==> config.mk <==
export PLATFORM = sky130hd
export DESIGN_NAME = servo_pwm_decoder_flat
export DESIGN_NICKNAME = d
export VERILOG_FILES = /design/src/rtl/servo_pkg.sv /design/src/rtl/servo_pwm_decoder_if.sv /design/src/rtl/servo_in_cond.sv /design/src/rtl/servo_pwm_decoder.sv /design/src/flat_wrapper.sv
export SDC_FILE = /design/constraint.sdc
export NUM_CORES = 1
export LEC_CHECK = 0
export CAP_MARGIN = 20
export CORE_MARGIN = 2
export CORE_UTILIZATION = 55
export DETAILED_ROUTE_END_ITERATION = 10
export PLACE_DENSITY = 0.74
export SYNTH_ARGS = -nofsm -noshare
export SYNTH_HDL_FRONTEND = slang
export SYNTH_SLANG_ARGS = --single-unit
==> constraint.sdc <==
create_clock -name clk -period 4.8 [get_ports clk]
set_input_delay 0.48 -clock clk [delete_from_list [all_inputs] [get_ports clk]]
set_output_delay 0.48 -clock clk [all_outputs]
set_load 0.05 [all_outputs]
==> src/rtl/servo_pkg.sv <==
// servo_pkg: servo timing constants shared with the PWM generator, plus the decoder FSM states.
package servo_pkg;
  localparam int MIN_CLKS     = 25000;
  localparam int MAX_CLKS     = 50000;
  localparam int PERIOD_CLKS  = 500000;
  localparam int RANGE_CLKS   = MAX_CLKS - MIN_CLKS;
  localparam int TOL_CLKS     = 2500;
  localparam int TIMEOUT_CLKS = 1250000;
  localparam int FILTER_LEN   = 8;
  typedef enum logic [1:0] {WAIT_LOW, WAIT_RISE, HIGH} dec_state_t;
endpackage

==> src/rtl/servo_pwm_decoder_if.sv <==
// servo_pwm_decoder_if: servo input pin and decoded position/status bundle.
//   master: decoder side (drives position, strobes, status). slave: pin driver / consumer side.
interface servo_pwm_decoder_if;
  logic        pwm_in;
  logic [15:0] position;
  logic        pos_valid;
  logic        pulse_err;
  logic        signal_lost;
  logic        led;
  modport master (input pwm_in, output position, pos_valid, pulse_err, signal_lost, led);
  modport slave (output pwm_in, input position, pos_valid, pulse_err, signal_lost, led);
endinterface

==> src/rtl/servo_in_cond.sv <==
// servo_in_cond: synchronizes the servo pin, optionally glitch-filters it, and registers edge pulses.
//   clk, rst   : board clock, async active-high reset
//   i_pwm      : asynchronous pin
//   o_level    : conditioned level
//   o_rise/fall: one-cycle edge pulses of o_level
//   Macro SERVO_DEC_GLITCH_FILTER_EN enables the FILTER_LEN-sample filter.
module servo_in_cond #(
  parameter int FILTER_LEN = 8
) (
  input  logic clk,
  input  logic rst,
  input  logic i_pwm,
  output logic o_level,
  output logic o_rise,
  output logic o_fall
);
`ifdef SERVO_DEC_GLITCH_FILTER_EN
  localparam bit FILT_EN = 1'b1;
`else
  localparam bit FILT_EN = 1'b0;
`endif
  localparam int FL = FILT_EN ? FILTER_LEN : 0;
  logic [1:0] r_sync;
  logic       w_lvl;
  logic       r_lvl;
  logic       r_rise;
  logic       r_fall;
  // Reset to high so a pulse in progress across reset never produces a false low/rise.
  always_ff @(posedge clk or posedge rst)
    if (rst) r_sync <= 2'b11;
    else r_sync <= {r_sync[0], i_pwm};
  if (FL > 0) begin : g_filt
    localparam int CW = $clog2(FL + 1);
    logic [CW-1:0] r_cnt;
    logic          r_filt;
    // Counts consecutive samples disagreeing with the filtered value; any agreement restarts it.
    always_ff @(posedge clk or posedge rst)
      if (rst) begin
        r_filt <= 1'b1;
        r_cnt  <= '0;
      end else if (r_sync[1] == r_filt) begin
        r_cnt <= '0;
      end else if (r_cnt == CW'(FL - 1)) begin
        r_filt <= r_sync[1];
        r_cnt  <= '0;
      end else begin
        r_cnt <= r_cnt + 1'b1;
      end
    assign w_lvl = r_filt;
  end else begin : g_pass
    assign w_lvl = r_sync[1];
  end
  always_ff @(posedge clk or posedge rst)
    if (rst) begin
      r_lvl  <= 1'b1;
      r_rise <= 1'b0;
      r_fall <= 1'b0;
    end else begin
      r_lvl  <= w_lvl;
      r_rise <= w_lvl & ~r_lvl;
      r_fall <= ~w_lvl & r_lvl;
    end
  assign o_level = r_lvl;
  assign o_rise  = r_rise;
  assign o_fall  = r_fall;
endmodule

==> src/rtl/servo_pwm_decoder.sv <==
// servo_pwm_decoder: measures servo pulse high time and converts it to a 0..(MAX-MIN) position code.
//   clk, rst : board clock, async active-high reset
//   dec      : servo_pwm_decoder_if.master (pwm_in, position, pos_valid, pulse_err, signal_lost, led)
//   Macro SERVO_DEC_GLITCH_FILTER_EN enables the input glitch filter.
module servo_pwm_decoder #(
  parameter int MIN_CLKS     = servo_pkg::MIN_CLKS,
  parameter int MAX_CLKS     = servo_pkg::MAX_CLKS,
  parameter int TOL_CLKS     = servo_pkg::TOL_CLKS,
  parameter int TIMEOUT_CLKS = servo_pkg::TIMEOUT_CLKS,
  parameter int FILTER_LEN   = servo_pkg::FILTER_LEN
) (
  input logic                 clk,
  input logic                 rst,
  servo_pwm_decoder_if.master dec
);
  import servo_pkg::*;
  localparam logic [16:0] LO_W  = 17'(MIN_CLKS - TOL_CLKS);
  localparam logic [16:0] HI_W  = 17'(MAX_CLKS + TOL_CLKS);
  localparam logic [16:0] MIN_W = 17'(MIN_CLKS);
  localparam logic [16:0] MAX_W = 17'(MAX_CLKS);
  localparam logic [20:0] TO_W  = 21'(TIMEOUT_CLKS);
  dec_state_t  r_state;
  dec_state_t  w_state;
  logic        w_level;
  logic        w_rise;
  logic        w_fall;
  logic [16:0] r_width;
  logic [16:0] w_meas;
  logic [16:0] w_span;
  logic [20:0] r_to;
  logic [20:0] w_to;
  logic [15:0] r_pos;
  logic [15:0] w_pos;
  logic        r_valid;
  logic        w_valid;
  logic        r_err;
  logic        w_err;
  logic        r_lost;
  logic        w_lost;
  logic        r_led;
  servo_in_cond #(.FILTER_LEN(FILTER_LEN)) u_in (
    .clk    (clk),
    .rst    (rst),
    .i_pwm  (dec.pwm_in),
    .o_level(w_level),
    .o_rise (w_rise),
    .o_fall (w_fall)
  );
  always_ff @(posedge clk or posedge rst)
    if (rst) r_state <= WAIT_LOW;
    else r_state <= w_state;
  // r_width lags the level by one cycle, so the fall cycle itself is added to get the true width.
  always_comb begin
    w_meas  = &r_width ? r_width : r_width + 17'd1;
    w_span  = w_meas < MIN_W ? '0 : w_meas > MAX_W ? MAX_W - MIN_W : w_meas - MIN_W;
    w_state = r_state;
    w_valid = 1'b0;
    w_err   = 1'b0;
    w_pos   = r_pos;
    case (r_state)
      WAIT_LOW:  w_state = w_level ? WAIT_LOW : WAIT_RISE;
      WAIT_RISE: w_state = w_rise ? HIGH : WAIT_RISE;
      HIGH:
        if (r_width > HI_W) begin
          w_err   = 1'b1;
          w_state = WAIT_LOW;
        end else if (w_fall) begin
          w_state = WAIT_RISE;
          w_err   = w_meas < LO_W || w_meas > HI_W;
          w_valid = !w_err;
          w_pos   = w_err ? r_pos : 16'(w_span);
        end
      default: w_state = WAIT_LOW;
    endcase
    w_to   = w_rise ? '0 : r_to >= TO_W ? TO_W : r_to + 21'd1;
    w_lost = w_valid ? 1'b0 : (w_to == TO_W && r_to != TO_W) ? 1'b1 : r_lost;
  end
  always_ff @(posedge clk or posedge rst)
    if (rst) begin
      r_width <= '0;
      r_to    <= '0;
      r_pos   <= '0;
      r_valid <= 1'b0;
      r_err   <= 1'b0;
      r_lost  <= 1'b1;
      r_led   <= 1'b0;
    end else begin
      r_width <= w_rise ? '0 : (r_state == HIGH && !(&r_width)) ? r_width + 17'd1 : r_width;
      r_to    <= w_to;
      r_pos   <= w_pos;
      r_valid <= w_valid;
      r_err   <= w_err;
      r_lost  <= w_lost;
      r_led   <= ~w_lost;
    end
  assign dec.position    = r_pos;
  assign dec.pos_valid   = r_valid;
  assign dec.pulse_err   = r_err;
  assign dec.signal_lost = r_lost;
  assign dec.led         = r_led;
endmodule
==> src/flat_wrapper.sv <==
// flat-port wrapper written by rule: the top's interface ports become plain ports
module servo_pwm_decoder_flat import servo_pkg::*;
#(
  parameter int MIN_CLKS     = servo_pkg::MIN_CLKS,
  parameter int MAX_CLKS     = servo_pkg::MAX_CLKS,
  parameter int TOL_CLKS     = servo_pkg::TOL_CLKS,
  parameter int TIMEOUT_CLKS = servo_pkg::TIMEOUT_CLKS,
  parameter int FILTER_LEN   = servo_pkg::FILTER_LEN
)
  (clk, rst, dec_pwm_in, dec_position, dec_pos_valid, dec_pulse_err, dec_signal_lost, dec_led);
  servo_pwm_decoder_if dec_i ();
  input logic clk;
  input logic rst;
  input wire logic [$bits(dec_i.pwm_in)-1:0] dec_pwm_in;
  output wire logic [$bits(dec_i.position)-1:0] dec_position;
  output wire logic [$bits(dec_i.pos_valid)-1:0] dec_pos_valid;
  output wire logic [$bits(dec_i.pulse_err)-1:0] dec_pulse_err;
  output wire logic [$bits(dec_i.signal_lost)-1:0] dec_signal_lost;
  output wire logic [$bits(dec_i.led)-1:0] dec_led;
  assign dec_i.pwm_in = dec_pwm_in;
  assign dec_position = dec_i.position;
  assign dec_pos_valid = dec_i.pos_valid;
  assign dec_pulse_err = dec_i.pulse_err;
  assign dec_signal_lost = dec_i.signal_lost;
  assign dec_led = dec_i.led;
  servo_pwm_decoder #(.MIN_CLKS(MIN_CLKS), .MAX_CLKS(MAX_CLKS), .TOL_CLKS(TOL_CLKS), .TIMEOUT_CLKS(TIMEOUT_CLKS), .FILTER_LEN(FILTER_LEN)) u_core (.clk(clk), .rst(rst), .dec(dec_i));
endmodule
==> out/results.tsv, run 1 <==
metric	value	unit
top post-synthesis cells by area	dfrtp_1 (36%), xnor2_1 (5.1%), xor2_1 (5.1%), nor2_1 (4.1%), a21oi_1 (3.4%)	
total gr overflow	0	
initial antenna violation count	0	
Syn-to-layout area delta	9.81	%
unrepaired setup endpoints after global routing	no	
fraction of layout cells with a size suffix above 1	0.0905	
hpwl dp	7.45	mm
final hold vios	0	
Least-Margin Pin Slew	0.986	ns
register bit total from synthesis	65	
Hold Crit Class	flip-flop to flip-flop	
hold_ws	0.362	ns
TritonCTS clock tree	built	
max-slew violation count	0	
clock insertion delay at the later pin of the skew report	0.34	ns
CP Launch Type	flip-flop	
DR pass1 iterations	5	
Initial Utilization	0.560	
final setup TNS	0	ns
synth warn	0	
row count	32	
Reg2Reg Depth	15	
final setup violation count	0	
crit end category	flip-flop	
All-Layer GR Usage	0.258	
largest net degree at the start of global routing	36	
CTS Hold Bufs	0	
global-route wire length before repair	17.4	mm
CTS clk-pin slew, worst paths	0.08	ns
Post-synth EDFFs	0	
vias in the first global route	3622	
Die Wd	92.3	µm
Clock Sinks	65	
max_slew headroom	0.343	
clk buf depth	2	
fin util	0.615	
max cap viols	0	
Pwr Density	266	nW/µm²
CP required	5.02	ns
critical path class	flip-flop to flip-flop	
Core Footprint	7650	µm²
die area	8510	µm²
max frequency	0.230	GHz
syn nets	486	
Final min period	4.35	ns
post-CTS setup buffers	0	
outcome	finished, final reports clean	
Seq/Total Area, Yosys	0.381	
Worst R2R End	u_core.dec.position[8]	
Vias/cell	6.11	
Final #Nets	492	
vias	3594	
Setup Skew	0.0123	ns
reg-to-reg startpoint	u_core.r_width[0]	
Post-Syn Area	4280	µm²
post-synth cell types	68	
period utilization	0.906	
# IOs	23	
DRC	0	
flop-to-flop setup slack	0.45	ns
Yosys top cell by area	dfrtp_1	
crit path to	u_core.dec.position[8]	
Async S/R FF share, synth	1.00	
post-route ant nets	0	
DR WL/cell	17.7	µm
fillers	690	
Root Driver	clkbuf_8	
H-tree levels	3	
Ant. Diodes	0	
top cell type's share of synthesized area	0.356	
CP startpoint	u_core.r_width[0]	
maximum fanout along the worst path	19	
chip height	92.3	µm
synthesized instance count	475	
Pleak	1.93	nW
Inserted Clock Buffers	9	
Synth Area per Inst	9.02	µm²
Top FF cell, synth	dfrtp_1	
RD Place Congestion	0.947	
Post-Route WL	10.4	mm
input/output buffers	22	
DRT iter0 DRCs	198	
VDD IR max	0.179	mV
WP data arrival	4.58	ns
==> cell usage in the layout (no fill, tap or decap), types with 4 or more instances in the layout <==
cell type        Yosys  layout
mux2_1               6       6
a21oi_1             29      29
nand2b_1             4       4
xnor2_1             25      25
dfstp_2              4       4
xor2_1              25      25
ha_1                 8       8
nand2_1             27      27
and4_1               5       5
or2_2                4       4
clkbuf_8             0      10
nand4b_1             5       5
nand3_1             22      22
nor2_1              47      47
and4b_1              4       4
a211oi_1             4       4
clkdlybuf4s50_1      0      22
dfrtp_1             61      61
inv_1               19      18
nor3_1              18      17
nand4_1              9       9
o2bb2ai_1            6       6
o21ai_0             19      19
nor4_1               9       9
and2_1               7       7
and3_1               9       9
==> what timing repair did <==
item	CTS	global route
endpoints found under the setup margin	0	6
hold endpoints to repair	0	0
gates resized for setup	0	1
==> layout make-up <==
cell class                      instances  area (µm²)  share of cell area
Sequential cell                        65        1630               0.347
Timing Repair Buffer                   24         235              0.0500
Clock inverter                          6        73.8              0.0157
Tap cell                              102         128              0.0271
Clock buffer                           10         138              0.0293
Inverter                               19        71.3              0.0152
Multi-Input combinational cell        362        2430               0.516
==> where the power goes <==
group | switching [mW] | total, mW | internal, mW
combinational | 0.0733 | 0.131 | 0.0572
sequential | 0.0469 | 0.622 | 0.575
clock | 0.238 | 0.499 | 0.261
==> logic make-up (layout without fill, tap and decap cells) <==
kind of cell | Yosys count | count (layout) | synth area share
XOR/XNOR | 50 | 50 | 0.102
multiplexers | 13 | 13 | 0.0359
adder cells (fa/ha/maj) | 8 | 8 | 0.0234
AO/OA/AOI/OAI | 95 | 95 | 0.146
buffers and inverters | 48 | 59 | 0.0537
AND/OR/NAND/NOR | 196 | 196 | 0.258
flip-flops | 65 | 65 | 0.381
==> state kept, by name, summed over array words and instances (netlist names) <==
register and flops:
u_core.u_in.r_sync 2, u_core.r_to 21, u_core.r_width 17, u_core.dec.pulse_err 1, u_core.dec.led 1, u_core.dec.signal_lost 1, u_core.u_in.o_level 1, u_core.dec.pos_valid 1
u_core.r_state 2, u_core.dec.position 16, u_core.u_in.o_fall 1, u_core.u_in.o_rise 1
==> worst max-delay path, cell delays in order (launching register included) <==
cell and delay [ns]:
dfrtp_1 0.49, ha_1 0.39, and4_4 0.29, nand3_1 0.11, inv_1 0.05, ha_1 0.32, nand4b_2 0.32, xnor2_1 0.51
inv_1 0.13, ha_1 0.20, a211oi_1 0.20, nor4_1 0.07, a211oi_1 0.47, nor3_4 0.08, nand2_4 0.24, mux2_1 0.36
==> layer usage <==
layer / track usage / vias to the layer above / part of all wire
met5: 0 / - / 0
met4: 0.0970 / 0 / 0.027
met3: 0.0452 / 31 / 0.043
met2: 0.461 / 101 / 0.52
met1: 0.311 / 1754 / 0.41
li1: - / 1708 / -
==> how the worst min path moves through the flow <==
stage                                     start                     to  slack, ns  cells after the start
after floorplan           u_core.u_in.r_sync[0]  u_core.u_in.r_sync[1]       0.35                      0
after global placement    u_core.u_in.r_sync[0]  u_core.u_in.r_sync[1]       0.35                      0
after detailed placement  u_core.u_in.r_sync[0]  u_core.u_in.r_sync[1]       0.35                      0
after CTS                 u_core.u_in.r_sync[0]  u_core.u_in.r_sync[1]       0.36                      0
after global routing      u_core.u_in.r_sync[0]  u_core.u_in.r_sync[1]       0.37                      0
final                     u_core.u_in.r_sync[0]  u_core.u_in.r_sync[1]       0.36                      0
==> synthesized netlist by cell type (5+ instances only) <==
cell type,n
dfrtp_1,61
nor2_1,47
a21oi_1,29
nand2_1,27
xnor2_1,25
xor2_1,25
nand3_1,22
inv_1,19
o21ai_0,19
nor3_1,18
clkbuf_1,16
and3_1,9
nand4_1,9
nor4_1,9
ha_1,8
and2_1,7
buf_2,6
mux2_1,6
o2bb2ai_1,6
and4_1,5
buf_6,5
nand4b_1,5
==> through the flow <==
| stage | cells | setup slack (ns) | area [µm²] | power, mW |
|---|---|---|---|---|
| after CTS | 588 | 0.446 | 4700 | 1.26 |
| after floorplan | 475 | 1.18 | 4280 | 0.731 |
| after detailed placement | 572 | 0.529 | 4490 | 0.762 |
| after global placement | 572 | 0.607 | 4490 | 0.756 |
| after global routing | 588 | 0.109 | 4700 | 1.31 |
| final | 588 | 0.450 | 4700 | 1.25 |
Power figures use the tool's default switching activity.
==> run 2, diff against run 1 <==
==> constraint.sdc (replaced) <==
create_clock -name clk -period 4.8 [get_ports clk]
set_input_delay 0.48 -clock clk [delete_from_list [all_inputs] [get_ports clk]]
set_output_delay 0.48 -clock clk [all_outputs]
set_load 0.02 [all_outputs]
==> results of run 2 <==
Same layout as run 1 (identical final DEF). Status: finished, final reports clean.
==> run 3, diff against run 2 <==
--- a/config.mk
+++ b/config.mk
@@ -6,10 +6,10 @@
 export NUM_CORES = 1
 export LEC_CHECK = 0
 export CAP_MARGIN = 20
-export CORE_MARGIN = 2
 export CORE_UTILIZATION = 55
 export DETAILED_ROUTE_END_ITERATION = 10
 export PLACE_DENSITY = 0.74
+export SETUP_SLACK_MARGIN = 0.15
 export SYNTH_ARGS = -nofsm -noshare
 export SYNTH_HDL_FRONTEND = slang
 export SYNTH_SLANG_ARGS = --single-unit
==> run 3 against run 2 <==
Effect of this change: final area down 0.19%; non-clock buffer count unchanged; worst hold slack worse by 0.0016 ns; global-route usage up 0.74 points; highest routed layer unchanged.
==> out/results.tsv, run 3 (synthesis gave the netlist of run 1 again) <==
metric	value	unit
VDD IR max	0.190	mV
worst path cell trace	nand4_1 > nor3_2 > nand3_1 > inv_1 > ha_2 > nand4b_1 > xnor2_1 > inv_1 > ha_1 > a211oi_1 > nor4_1 > a211oi_1 > nor3_4 > nand2_4 > mux2_1	
DRT iter0 DRCs	267	
max-slew violation count	0	
Die Wd	90.3	µm
CTS clk-pin slew, worst paths	0.08	ns
largest net degree at the start of global routing	66	
Tot Pwr	1.24	mW
commonest non-fill, non-tap cells in the layout	dfrtp_1 (61), nor2_1 (47), a21oi_1 (29)	
RD Place Congestion	0.928	
final setup TNS	0	ns
post-CTS setup buffers	0	
Post-Route WL	9.98	mm
post-route ant nets	0	
Least-Margin Pin Slew	0.958	ns
Pleak	1.92	nW
Initial Utilization	0.578	
CP required	5.03	ns
Final Non-Filler Cells	585	
DRC	0	
DR WL/cell	17.1	µm
vias in the first global route	3555	
Final #Nets	492	
max_slew headroom	0.361	
Syn-to-layout area delta	9.61	%
row count	31	
final hold vios	0	
dpl cell area	4480	µm²
Vias/cell	6.08	
# IOs	23	
CP Launch Type	flip-flop	
DR pass1 iterations	5	
Inserted Clock Buffers	9	
clk buf depth	2	
outcome	finished, final reports clean	
Final Instance Area	4700	µm²
CTS Hold Bufs	0	
Reg2Reg Depth	15	
Ant. Diodes	0	
clock insertion delay at the later pin of the skew report	0.34	ns
chip height	90.3	µm
commonest non-fill, non-tap cell in the layout	dfrtp_1	
max incr delay on CP	0.61	ns
period utilization	0.885	
CP bufs+invs	2	
total gr overflow	0	
H-tree levels	3	
Min-Delay Startpoint	u_core.u_in.r_sync[0]	
Final min period	4.25	ns
max cap viols	0	
die area	8150	µm²
Worst R2R End	u_core.dec.position[7]	
final worst slack	0.550	ns
WP data arrival	4.48	ns
unrepaired setup endpoints after global routing	no	
flop-to-flop setup slack	0.55	ns
CP delay by family, top	simple AND/OR/NAND/NOR gates	
All-Layer GR Usage	0.266	
Core Footprint	7410	µm²
placed insts	569	
Clock Sinks	65	
initial antenna violation count	0	
global-route wire length before repair	17.1	mm
Pwr Density	263	nW/µm²
hpwl dp	7.29	mm
TritonCTS clock tree	built	
input/output buffers	22	
max reg flops	21	
vias	3554	
hold worst-path end	u_core.u_in.r_sync[1]	
Place WS	0.376	ns
maximum fanout along the worst path	19	
Hold Crit Class	flip-flop to flip-flop	
Root Driver	clkbuf_8	
Reg with most FFs	u_core.r_to	
reg-to-reg startpoint	u_core.r_width[8]	
Worst path slowest cell	dfrtp_1	
critical path class	flip-flop to flip-flop	
max frequency	0.235	GHz
fraction of layout cells with a size suffix above 1	0.0926	
fillers	644	
Worst Hold Depth	0	
final setup violation count	0	
crit end category	flip-flop	
Setup Skew	0.00721	ns
[run 3: cell types whose count changed in the layout (fill, tap and decap cells not counted), sizes merged]
cell | before | now
clkinv | 3 | 1
clkinvlp | 0 | 3
inv | 21 | 20
[run 3: what timing repair did]
item	CTS	global route
endpoints found under the hold margin	0	0
endpoints found under the setup margin	0	16
resized for setup	0	2
[run 3: worst max path at each step]
stage                           start                 endpoint  slack [ns]  cells after the start
finish              u_core.r_width[8]   u_core.dec.position[7]        0.55                     15
global route        u_core.r_width[8]   u_core.dec.position[7]        0.18                     15
CTS                 u_core.r_width[8]   u_core.dec.position[7]        0.36                     15
detailed placement  u_core.r_width[8]   u_core.dec.position[7]        0.38                     15
global placement    u_core.r_width[8]   u_core.dec.position[8]        0.48                     15
floorplan           u_core.r_width[1]  u_core.dec.position[13]        1.18                     16
[run 3: cell type report]
class / count / area [µm²] / area share
clock buffer: 10 / 138 / 0.0293
clock inverter: 6 / 66.3 / 0.0141
inverter: 19 / 71.3 / 0.0152
multi-input combinational: 362 / 2430 / 0.517
sequential: 65 / 1630 / 0.347
tap: 99 / 124 / 0.0264
timing repair buffer: 24 / 235 / 0.0501
[run 3: worst register-to-register path, cell delays in order (launching register included)]
cell      delay (ns)
dfrtp_1         0.61
nand4_1         0.37
nor3_2          0.37
nand3_1         0.14
inv_1           0.08
ha_2            0.30
nand4b_1        0.16
xnor2_1         0.23
inv_1           0.19
ha_1            0.24
a211oi_1        0.20
nor4_1          0.07
a211oi_1        0.48
nor3_4          0.09
nand2_4         0.24
mux2_1          0.36
[run 3: through the flow]
step / util / hold WS (ns)
4_1_cts: 0.633 / 0.362
2_1_floorplan: - / 0.345
5_1_grt: 0.634 / 0.364
3_5_place_dp: 0.605 / 0.351
3_3_place_gp: 0.605 / 0.347
6_report: 0.634 / 0.360
[run 3: power breakdown]
part           switching (mW)  internal (mW)
Clock                   0.230          0.255
Combinational          0.0742         0.0574
Sequential             0.0460          0.575
Total                   0.350          0.887
[run 3: layer usage]
metal  wire, µm  vias to the layer above  track usage  part of all wire
met5          0                        -            0                 0
met4        276                        0        0.125             0.028
met3        421                       21       0.0379             0.042
met2       5010                      101        0.453              0.50
met1       4270                     1721        0.332              0.43
li1           -                     1711            -                 -
